[config.mk]
export PLATFORM = sky130hd
export DESIGN_NAME = mole_hit_judge
export DESIGN_NICKNAME = d
export VERILOG_FILES = /design/src/rtl/mole_hit_judge_pkg.sv /design/src/rtl/mole_hit_judge_tick_timer.sv /design/src/rtl/mole_hit_judge.sv
export SDC_FILE = /design/constraint.sdc
export NUM_CORES = 1
export LEC_CHECK = 0
export CORE_UTILIZATION = 50
export DETAILED_ROUTE_END_ITERATION = 7
export PLACE_DENSITY = 0.77
export SYNTH_ARGS = -nofsm -noshare
export SYNTH_HDL_FRONTEND = slang
export SYNTH_SLANG_ARGS = --single-unit
[constraint.sdc]
create_clock -name clk -period 2.1 [get_ports clk]
set_input_delay 0.42 -clock clk [delete_from_list [all_inputs] [get_ports clk]]
set_output_delay 0.42 -clock clk [all_outputs]
set_load 0.02 [all_outputs]
[src/rtl/mole_hit_judge_pkg.sv]
// Shared game-logic definitions for mole_hit_judge: FSM state
// encodings, tick counter width and the window shrink helper.
package mole_hit_judge_pkg;

    localparam int TICK_W = 8;

    typedef enum logic [2:0] {
        IDLE = 3'd0,
        REQ  = 3'd1,
        UP   = 3'd2,
        GAP  = 3'd3,
        OVER = 3'd4
    } state_e;

    // Shrink by an eighth (at least one tick), clamped at the floor.
    function automatic logic [TICK_W-1:0] shrink_window(
        input logic [TICK_W-1:0] w,
        input logic [TICK_W-1:0] floor_w
    );
        logic [TICK_W-1:0] dec;
        logic [TICK_W-1:0] nw;
        dec = w >> 3;
        if (dec == '0) dec = TICK_W'(1);
        nw = (w > dec) ? w - dec : '0;
        if (nw < floor_w) nw = floor_w;
        return nw;
    endfunction

endpackage

[src/rtl/mole_hit_judge_tick_timer.sv]
// tick_timer: counts tick pulses since the last load.
// Ports: clk, rst (async active-low), load, tick, limit -> done
// (done is high on the tick that finds count == limit-1).
module tick_timer
    import mole_hit_judge_pkg::*;
(
    input  logic              clk,
    input  logic              rst,
    input  logic              load,
    input  logic              tick,
    input  logic [TICK_W-1:0] limit,
    output logic              done
);

    logic [TICK_W-1:0] count_q;
    logic [TICK_W-1:0] count_d;

    always_ff @(posedge clk or negedge rst) begin
        if (!rst) count_q <= '0;
        else      count_q <= count_d;
    end

    always_comb begin
        count_d = count_q;
        if (load)      count_d = '0;
        else if (tick) count_d = count_q + TICK_W'(1);
    end

    assign done = tick && (count_q == limit - TICK_W'(1));

endmodule

[src/rtl/mole_hit_judge.sv]
// mole_hit_judge: whack-a-mole judge. Requests mole positions, lights one
// LED, judges hit/wrong press/timeout, keeps score and lives.
// Ports: clk, rst (async active-low), tick, start, btn_pulse, mole_req/
// mole_ack/mole_pos handshake, led, score, lives, hit_pulse, miss_pulse,
// game_over. Define SPEEDUP_EN to shrink the window every 4th hit.
module mole_hit_judge
    import mole_hit_judge_pkg::*;
#(
    parameter int N_HOLES    = 4,
    parameter int POS_W      = 2,
    parameter int SCORE_W    = 8,
    parameter int LIVES      = 3,
    parameter int WINDOW     = 20,
    parameter int GAP_TICKS  = 4,
    parameter int MIN_WINDOW = 6
) (
    input  logic               clk,
    input  logic               rst,
    input  logic               tick,
    input  logic               start,
    input  logic [N_HOLES-1:0] btn_pulse,
    output logic               mole_req,
    input  logic               mole_ack,
    input  logic [POS_W-1:0]   mole_pos,
    output logic [N_HOLES-1:0] led,
    output logic [SCORE_W-1:0] score,
    output logic [2:0]         lives,
    output logic               hit_pulse,
    output logic               miss_pulse,
    output logic               game_over
);

    localparam logic [N_HOLES-1:0] LED_ONE = N_HOLES'(1);

    state_e             state_q, state_d;
    logic [N_HOLES-1:0] led_q, led_d;
    logic [SCORE_W-1:0] score_q, score_d;
    logic [2:0]         lives_q, lives_d;
    logic               req_q, req_d;
    logic               hit_q, hit_d;
    logic               miss_q, miss_d;
    logic               over_q, over_d;
    logic [TICK_W-1:0]  window;
    logic [TICK_W-1:0]  limit;
    logic               load;
    logic               done;
    logic               new_game;

`ifdef SPEEDUP_EN
    logic [TICK_W-1:0]  window_q, window_d;
    logic [1:0]         hits_q, hits_d;
    assign window = window_q;
`else
    assign window = TICK_W'(WINDOW);
`endif

    // Counter restarts whenever the state changes or is idle/waiting.
    assign load  = (state_d != state_q) ||
                   (state_q != UP && state_q != GAP);
    assign limit = (state_q == UP) ? window : TICK_W'(GAP_TICKS);

    tick_timer u_timer (
        .clk   (clk),
        .rst   (rst),
        .load  (load),
        .tick  (tick),
        .limit (limit),
        .done  (done)
    );

    always_ff @(posedge clk or negedge rst) begin
        if (!rst) begin
            state_q  <= IDLE;
            led_q    <= '0;
            score_q  <= '0;
            lives_q  <= 3'(LIVES);
            req_q    <= 1'b0;
            hit_q    <= 1'b0;
            miss_q   <= 1'b0;
            over_q   <= 1'b0;
`ifdef SPEEDUP_EN
            window_q <= TICK_W'(WINDOW);
            hits_q   <= '0;
`endif
        end else begin
            state_q  <= state_d;
            led_q    <= led_d;
            score_q  <= score_d;
            lives_q  <= lives_d;
            req_q    <= req_d;
            hit_q    <= hit_d;
            miss_q   <= miss_d;
            over_q   <= over_d;
`ifdef SPEEDUP_EN
            window_q <= window_d;
            hits_q   <= hits_d;
`endif
        end
    end

    assign new_game = start && (state_q == IDLE || state_q == OVER);

    always_comb begin
        state_d = state_q;
        led_d   = led_q;
        score_d = score_q;
        lives_d = lives_q;
        req_d   = req_q;
        hit_d   = 1'b0;
        miss_d  = 1'b0;
        over_d  = over_q;
`ifdef SPEEDUP_EN
        window_d = window_q;
        hits_d   = hits_q;
`endif
        unique case (state_q)
            IDLE, OVER: begin
                led_d = '0;
                if (new_game) begin
                    state_d = REQ;
                    score_d = '0;
                    lives_d = 3'(LIVES);
                    req_d   = 1'b1;
                    over_d  = 1'b0;
`ifdef SPEEDUP_EN
                    window_d = TICK_W'(WINDOW);
                    hits_d   = '0;
`endif
                end
            end
            REQ: begin
                req_d = 1'b1;
                // Out-of-range positions are dropped; keep requesting.
                if (req_q && mole_ack && int'(mole_pos) < N_HOLES) begin
                    state_d = UP;
                    led_d   = LED_ONE << mole_pos;
                    req_d   = 1'b0;
                end
            end
            UP: begin
                // A press takes priority over a coincident timeout tick.
                if (btn_pulse == led_q) begin
                    state_d = GAP;
                    led_d   = '0;
                    hit_d   = 1'b1;
                    if (score_q != '1) score_d = score_q + SCORE_W'(1);
`ifdef SPEEDUP_EN
                    hits_d = hits_q + 2'd1;
                    if (hits_q == 2'd3)
                        window_d = shrink_window(window_q,
                                                 TICK_W'(MIN_WINDOW));
`endif
                end else if (btn_pulse != '0 || done) begin
                    led_d   = '0;
                    miss_d  = 1'b1;
                    lives_d = lives_q - 3'd1;
                    if (lives_q == 3'd1) begin
                        state_d = OVER;
                        over_d  = 1'b1;
                    end else begin
                        state_d = GAP;
                    end
                end
            end
            GAP: begin
                if (done) begin
                    state_d = REQ;
                    req_d   = 1'b1;
                end
            end
            default: begin
                state_d = IDLE;
                led_d   = '0;
                req_d   = 1'b0;
            end
        endcase
    end

    always_comb begin
        mole_req   = req_q;
        led        = led_q;
        score      = score_q;
        lives      = lives_q;
        hit_pulse  = hit_q;
        miss_pulse = miss_q;
        game_over  = over_q;
    end

endmodule

==> flow_metrics.py, run 1 <==
metrics = {
    "outcome": {
        "status": "completed",
    },
    "cells_and_area": {
        "layout_commonest_cell": "clkdlybuf4s50_1",
        "final_nets": 223,
        "fin_area_mm2": 0.00210,
        "drive_gt1_share_pct": 12.0,
        "diodes": 0,
        "layout_common_cells": "clkdlybuf4s50_1 (29), dfrtp_1 (28), nor2_1 (26)",
        "area_growth_pct": 31.7,
        "seqCellArea_um2": 753,
        "fillers": 231,
        "multiInputGateArea_um2": 828,
    },
    "cts": {
        "htree_num_levels": 2,
        "numClockSinks": 30,
        "numCtsBuffers": 5,
        "ctsLongestPathBuffers": 2,
        "clock_latency_ps": 340,
        "cts.reportedPaths.clkPinSlew_ps": 100,
        "cts_root_buffer": "clkbuf_4",
        "cts_tree": "yes",
        "cts_hold_buf": 0,
    },
    "synth": {
        "synth_top_family_by_area": "simple AND/OR/NAND/NOR gates",
        "syn_area_mm2": 0.00159,
        "synth.area.top_cells": "dfrtp_1 (44%), nor2_1 (6.1%), xnor2_1 (4.9%)",
        "synthMuxAreaShare_pct": 1.26,
        "synth_edf_count": 0,
        "synth_top_area_cell": "dfrtp_1",
        "async_flop_share_pct": 100,
        "syn_area_per_cell_um2": 9.60,
        "ys.flop_type": "dfrtp_1",
        "ys_ff_latch": 30,
        "synth_cell_types": 40,
        "synth_xor_area_share_pct": 9.34,
        "yosys_warnings": 0,
        "synth_nets": 181,
        "synth_fa_ha_area_share_pct": 3.14,
        "synthCells": 166,
        "synthSimpleGateAreaFrac_pct": 26.6,
        "netlist.area_leader.share_pct": 44.0,
        "synth-seq-area-share_pct": 47.3,
        "synth_compound_area_share_pct": 10.3,
    },
    "floorplan": {
        "die_h_um": 58.5,
        "start_util_pct": 52.6,
        "die-area_mm2": 0.00342,
        "core_mm2": 0.00303,
        "rows": 20,
        "die_w_um": 58.5,
        "io_pins": 30,
    },
    "sta": {
        "hold_viol_final": 0,
        "fin_crit_ps": 2000,
        "finClkSkew_ps": 13.9,
        "finalCritPeriodShare_pct": 95.1,
        "setup_viol": 0,
        "worst_pin_slew_ps": 379,
        "maxSlewHeadroom_pct": 74.7,
        "drv_slew": 0,
        "rsz0062_at_grt": "no",
        "maxClockFrequency_mhz": 501,
        "timing.hold.ws_ps": 458,
    },
    "flow_run": {
        "drv_cap": 0,
    },
    "detailed_routing": {
        "routed_wl_um": 3520,
        "vias_per_cell": 5.38,
        "vias": 1361,
        "drt_iter0_drc": 45,
        "ant_nets": 0,
        "post-route-drc-count": 0,
        "avgRoutedWirePerCell_um": 13.9,
        "first_pass_iters": 4,
    },
    "pwr": {
        "irDropWorstVdd_v": 0.000689,
        "p_switching_w": 0.000806,
        "power_w": 0.00219,
        "internal_power_w": 0.00139,
        "total_leakage_power_nw": 0.920,
        "netSwitchingFraction_pct": 36.7,
        "powerDensity_mw_per_mm2": 1050,
        "comb_power_share_pct": 41.6,
        "pwr-share-clk_pct": 20.7,
        "pwr-share-seq_pct": 37.6,
    },
    "placed_design": {
        "dpl.hpwl_um": 2550,
        "port_buffers": 29,
        "placed_cell_area_mm2": 0.00200,
        "gp_congestion": 0.855,
    },
    "setup_path": {
        "start_kind": "flop",
        "critical_path_class": "reg2reg",
        "end_kind": "flop",
        "worstPathMaxFanout": 4,
        "worstPathArrival_ps": 2220,
        "cp_data_required_time_ps": 2320,
    },
    "global_route": {
        "globalRouteTotalUtil_pct": 23.7,
        "grt_remaining_overflow": 0,
        "antenna_found_initial": 0,
        "grt_pass1_wl_um": 5960,
        "grt_pass1_vias": 1313,
        "grt_max_degree": 31,
    },
    "min_path": {
        "min-delay-path-class": "in2async",
    },
}
## per-layer routing
metal | vias to the layer above | GRT usage, % | wire [um]
met1 | 647 | 31.5 | 1620
met4 | 0 | 10.2 | 42
met2 | 36 | 36.0 | 1660
met5 | - | 0 | 0
li1 | 672 | - | -
met3 | 6 | 7.25 | 192
## timing repair
action	4_1_cts	5_1_grt
gates resized for setup	0	4
buffers inserted	0	1
endpoints found under the setup margin	0	6
## flip-flops by register name, summed over array words and instances (netlist names)
signal	count
score	8
game_over	1
state_q	3
miss_pulse	1
mole_req	1
led	4
lives	3
u_timer.count_q	8
hit_pulse	1
## through the flow
step	std cells	TNS, ps	setup slack, ps	utilization [%]
finish	253	0	102	69.3
global route	253	0	20.0	69.3
CTS	252	0	27.4	68.4
detailed placement	244	-2720	-246	65.9
global placement	244	-1610	-198	65.9
floorplan	166	0	117	-
## Yosys cell counts (3+ instances only)
cell type	count
dfrtp_1	28
nor2_1	26
nand2_1	14
xnor2_1	9
xor2_1	8
nand4_1	6
nor3_1	6
a21oi_1	5
clkbuf_1	5
nand3_1	5
ha_1	4
inv_1	4
o21ai_0	4
or4_1	4
a22o_1	3
and3_1	3
or3_1	3
## power groups by stage
stage / combinational, W / clock [W] / sequential [W]
after floorplan: 0.000444 / 0 / 0.000906
after global placement: 0.000845 / 0 / 0.000826
after detailed placement: 0.000872 / 0 / 0.000830
after CTS: 0.000877 / 0.000462 / 0.000822
after global routing: 0.00102 / 0.000486 / 0.000847
final: 0.000913 / 0.000455 / 0.000826
## worst max-delay path: stages, from the launching register on
cell       delay, ps
dfrtp_1          430
ha_4             170
nand4bb_2        120
or4_1            410
o21a_1           230
a31o_2           290
a22o_1           230
## cell type report
cell class / count / share of cell area (%)
clock inverters: 1 / 1.43
well taps: 44 / 2.62
repair buffers: 40 / 17.8
clock buffers: 7 / 2.15
inverters: 4 / 0.715
flip-flops and latches: 30 / 35.9
multi-input cells: 127 / 39.5
## worst paths after layout
| kind | start | to | slack, ps | cells past startpoint |
|---|---|---|---|---|
| worst max-delay path | u_timer.count_q[1]$_DFFE_PN0P_ | led[1]$_DFFE_PN0P_ | 100 | 6 |
| worst min-delay path | rst | led[3]$_DFFE_PN0P_ | 460 | 2 |
| worst max register to register | u_timer.count_q[1]$_DFFE_PN0P_ | led[1]$_DFFE_PN0P_ | 100 | 6 |
| worst min register to register | lives[2]$_DFFE_PN0P_ | lives[2]$_DFFE_PN0P_ | 520 | 1 |
| max in group asynchronous | rst | lives[0]$_DFFE_PN1P_ | 1310 | 2 |
| min in group clk | lives[2]$_DFFE_PN0P_ | lives[2]$_DFFE_PN0P_ | 520 | 1 |
## logic make-up after synthesis
group | after synthesis
AOI/OAI and AO/OA | 23
xor gates and xnor gates | 17
adders and majority gates | 4
buffers and inverters | 9
DFF | 30
muxes | 2
and+or+nand+nor | 81
Note: power is estimated with default switching activity, not from simulation.
==> inputs of run 2 (changes only) <==
==> constraint.sdc (replaced) <==
create_clock -name clk -period 2.1 [get_ports clk]
set_input_delay 0.42 -clock clk [delete_from_list [all_inputs] [get_ports clk]]
set_output_delay 0.42 -clock clk [all_outputs]
set_load 0.05 [all_outputs]
==> run 2 against run 1 <==
Net effect: sequential cell count stayed put; die area stayed put; non-clock buffer count is 1 lower; fmax is 2.0% lower; via count is 0.44% higher; design area is 2.6% lower; clock-buffer cell count is 1 higher; critical path type is now reg2out; highest routed layer unchanged; first-iteration DRC count stayed put; sequential share of layout area is 1.1 points higher.
==> flow_metrics.py, run 2 (same netlist as run 1, synthesis figures left out) <==
metrics = {
    "setup_path": {
        "cpPeakStageDelay_ps": 830,
        "crit_chain": "clkdlybuf4s50_1",
        "end_kind": "output port",
        "critical_path_class": "reg2out",
        "critical_path.top_delay_family": "buffers and inverters",
        "critPathBufInv": 1,
        "cp_data_required_time_ps": 1680,
        "worstPathMaxFanout": 6,
        "crit_slowest_cell": "clkdlybuf4s50_1",
        "start_kind": "flop",
        "worstPathArrival_ps": 1620,
    },
    "cts": {
        "cts.reportedPaths.clkPinSlew_ps": 100,
        "cts_resized": 0,
        "clock_latency_ps": 340,
        "numClockSinks": 30,
        "cts_hold_buf": 0,
        "ctsLongestPathBuffers": 2,
        "cts_tree": "yes",
        "cts_root_buffer": "clkbuf_4",
        "numCtsBuffers": 5,
        "cts_setup_buffers": 0,
        "htree_num_levels": 2,
    },
    "detailed_routing": {
        "vias_per_cell": 5.42,
        "drt_iter0_drc": 45,
        "post-route-drc-count": 0,
        "first_pass_iters": 4,
        "routed_wl_um": 3490,
        "avgRoutedWirePerCell_um": 13.9,
        "vias": 1367,
        "ant_nets": 0,
    },
    "sta": {
        "worst_pin_slew_ps": 499,
        "hold_viol_final": 0,
        "finalCritPeriodShare_pct": 97.1,
        "fin_crit_ps": 2040,
        "setup_viol": 0,
        "maxClockFrequency_mhz": 491,
        "timing.hold.ws_ps": 465,
        "finClkSkew_ps": 13.7,
        "drv_slew": 0,
        "rsz0062_at_grt": "no",
        "worst_slack_ps": 61.5,
        "maxSlewHeadroom_pct": 66.6,
    },
    "cells_and_area": {
        "layout_commonest_cell": "clkdlybuf4s50_1",
        "layout_common_cells": "clkdlybuf4s50_1 (27), nor2_1 (26), dfrtp_1 (26)",
        "diodes": 0,
        "fin_area_mm2": 0.00204,
        "final_nets": 222,
        "drive_gt1_share_pct": 12.5,
        "area_growth_pct": 28.3,
    },
    "floorplan": {
        "die_h_um": 58.5,
        "die-area_mm2": 0.00342,
        "io_pins": 30,
        "start_util_pct": 52.6,
        "die_w_um": 58.5,
        "rows": 20,
        "core_mm2": 0.00303,
    },
    "global_route": {
        "grt_pass1_wl_um": 5850,
        "grtUsageMet1_pct": 27.1,
        "grt_max_degree": 31,
        "grt_busiest_layer": "met2",
        "globalRouteTotalUtil_pct": 23.3,
        "grt_remaining_overflow": 0,
        "use_met2_pct": 39.9,
        "use_met3_pct": 7.91,
        "grt_pass1_vias": 1371,
        "antenna_found_initial": 0,
    },
    "placed_design": {
        "placed_cell_area_mm2": 0.00199,
        "place_worst_setup_slack_ps": -213,
        "dpl.hpwl_um": 2590,
        "gp_congestion": 0.861,
        "port_buffers": 29,
    },
    "outcome": {
        "status": "completed",
    },
    "pwr": {
        "powerDensity_mw_per_mm2": 1080,
        "total_leakage_power_nw": 0.898,
        "irDropWorstVdd_v": 0.000630,
    },
    "min_path": {
        "min-delay-path-class": "in2async",
    },
    "flow_run": {
        "drv_cap": 0,
    },
}
==> run 2: cell count changes in the layout (fill, tap and decap cells not counted), sizes merged <==
cell / change
buf: +1
bufinv: -1
clkbuf: +1
clkdlybuf4s50: -2
==> run 2: cell type report <==
| type | count | area, um2 |
|---|---|---|
| Fill cell | 257 | 983 |
| Multi-Input combinational cell | 127 | 810 |
| Sequential cell | 30 | 756 |
| Timing Repair Buffer | 39 | 360 |
| Tap cell | 44 | 55.1 |
| Clock buffer | 8 | 48.8 |
| Inverter | 4 | 15.0 |
==> run 2: final timing paths <==
path,startpoint,slack [ps],to,cells past startpoint
worst max-delay path,score[7]$_DFFE_PN0P_,60,score[7],1
max in group asynchronous,rst,1300,lives[1]$_DFFE_PN1P_,2
worst min register to register,game_over$_DFFE_PN0P_,510,game_over$_DFFE_PN0P_,2
min in group clk,game_over$_DFFE_PN0P_,510,game_over$_DFFE_PN0P_,2
worst min-delay path,rst,460,state_q[0]$_DFF_PN0_,2
worst max register to register,u_timer.count_q[0]$_DFFE_PN0P_,100,led[1]$_DFFE_PN0P_,6
==> run 2: metal layers <==
metal  wire [um]  part of all wire [%]
met5           0                     0
met4          48                   1.4
met3         163                   4.7
met2        1700                    49
met1        1580                    45
==> run 2: power breakdown <==
| part | leakage, nW | switching, W | total [W] | internal [W] |
|---|---|---|---|---|
| clock network | 0.0265 | 0.000196 | 0.000329 | 0.000133 |
| registers | 0.396 | 0.000115 | 0.000821 | 0.000706 |
| logic | 0.476 | 0.000653 | 0.00106 | 0.000403 |
| total | 0.898 | 0.000964 | 0.00221 | 0.00124 |
==> run 2: stage by stage <==
stage | util [%] | total power, W | setup TNS [ps] | cells
floorplan | - | 0.00153 | 0 | 166
global placement | 65.8 | 0.00186 | -1700 | 244
detailed placement | 65.8 | 0.00189 | -2430 | 244
CTS | 67.4 | 0.00222 | 0 | 252
global route | 67.5 | 0.00236 | 0 | 252
finish | 67.5 | 0.00221 | 0 | 252
==> inputs of run 3 (changes only) <==
--- a/config.mk
+++ b/config.mk
@@ -5,6 +5,7 @@
 export SDC_FILE = /design/constraint.sdc
 export NUM_CORES = 1
 export LEC_CHECK = 0
+export CAP_MARGIN = 40
 export CORE_UTILIZATION = 50
 export DETAILED_ROUTE_END_ITERATION = 7
 export PLACE_DENSITY = 0.77
==> results of run 3 <==
The final DEF is identical to that of run 2; final timing and power are the same.
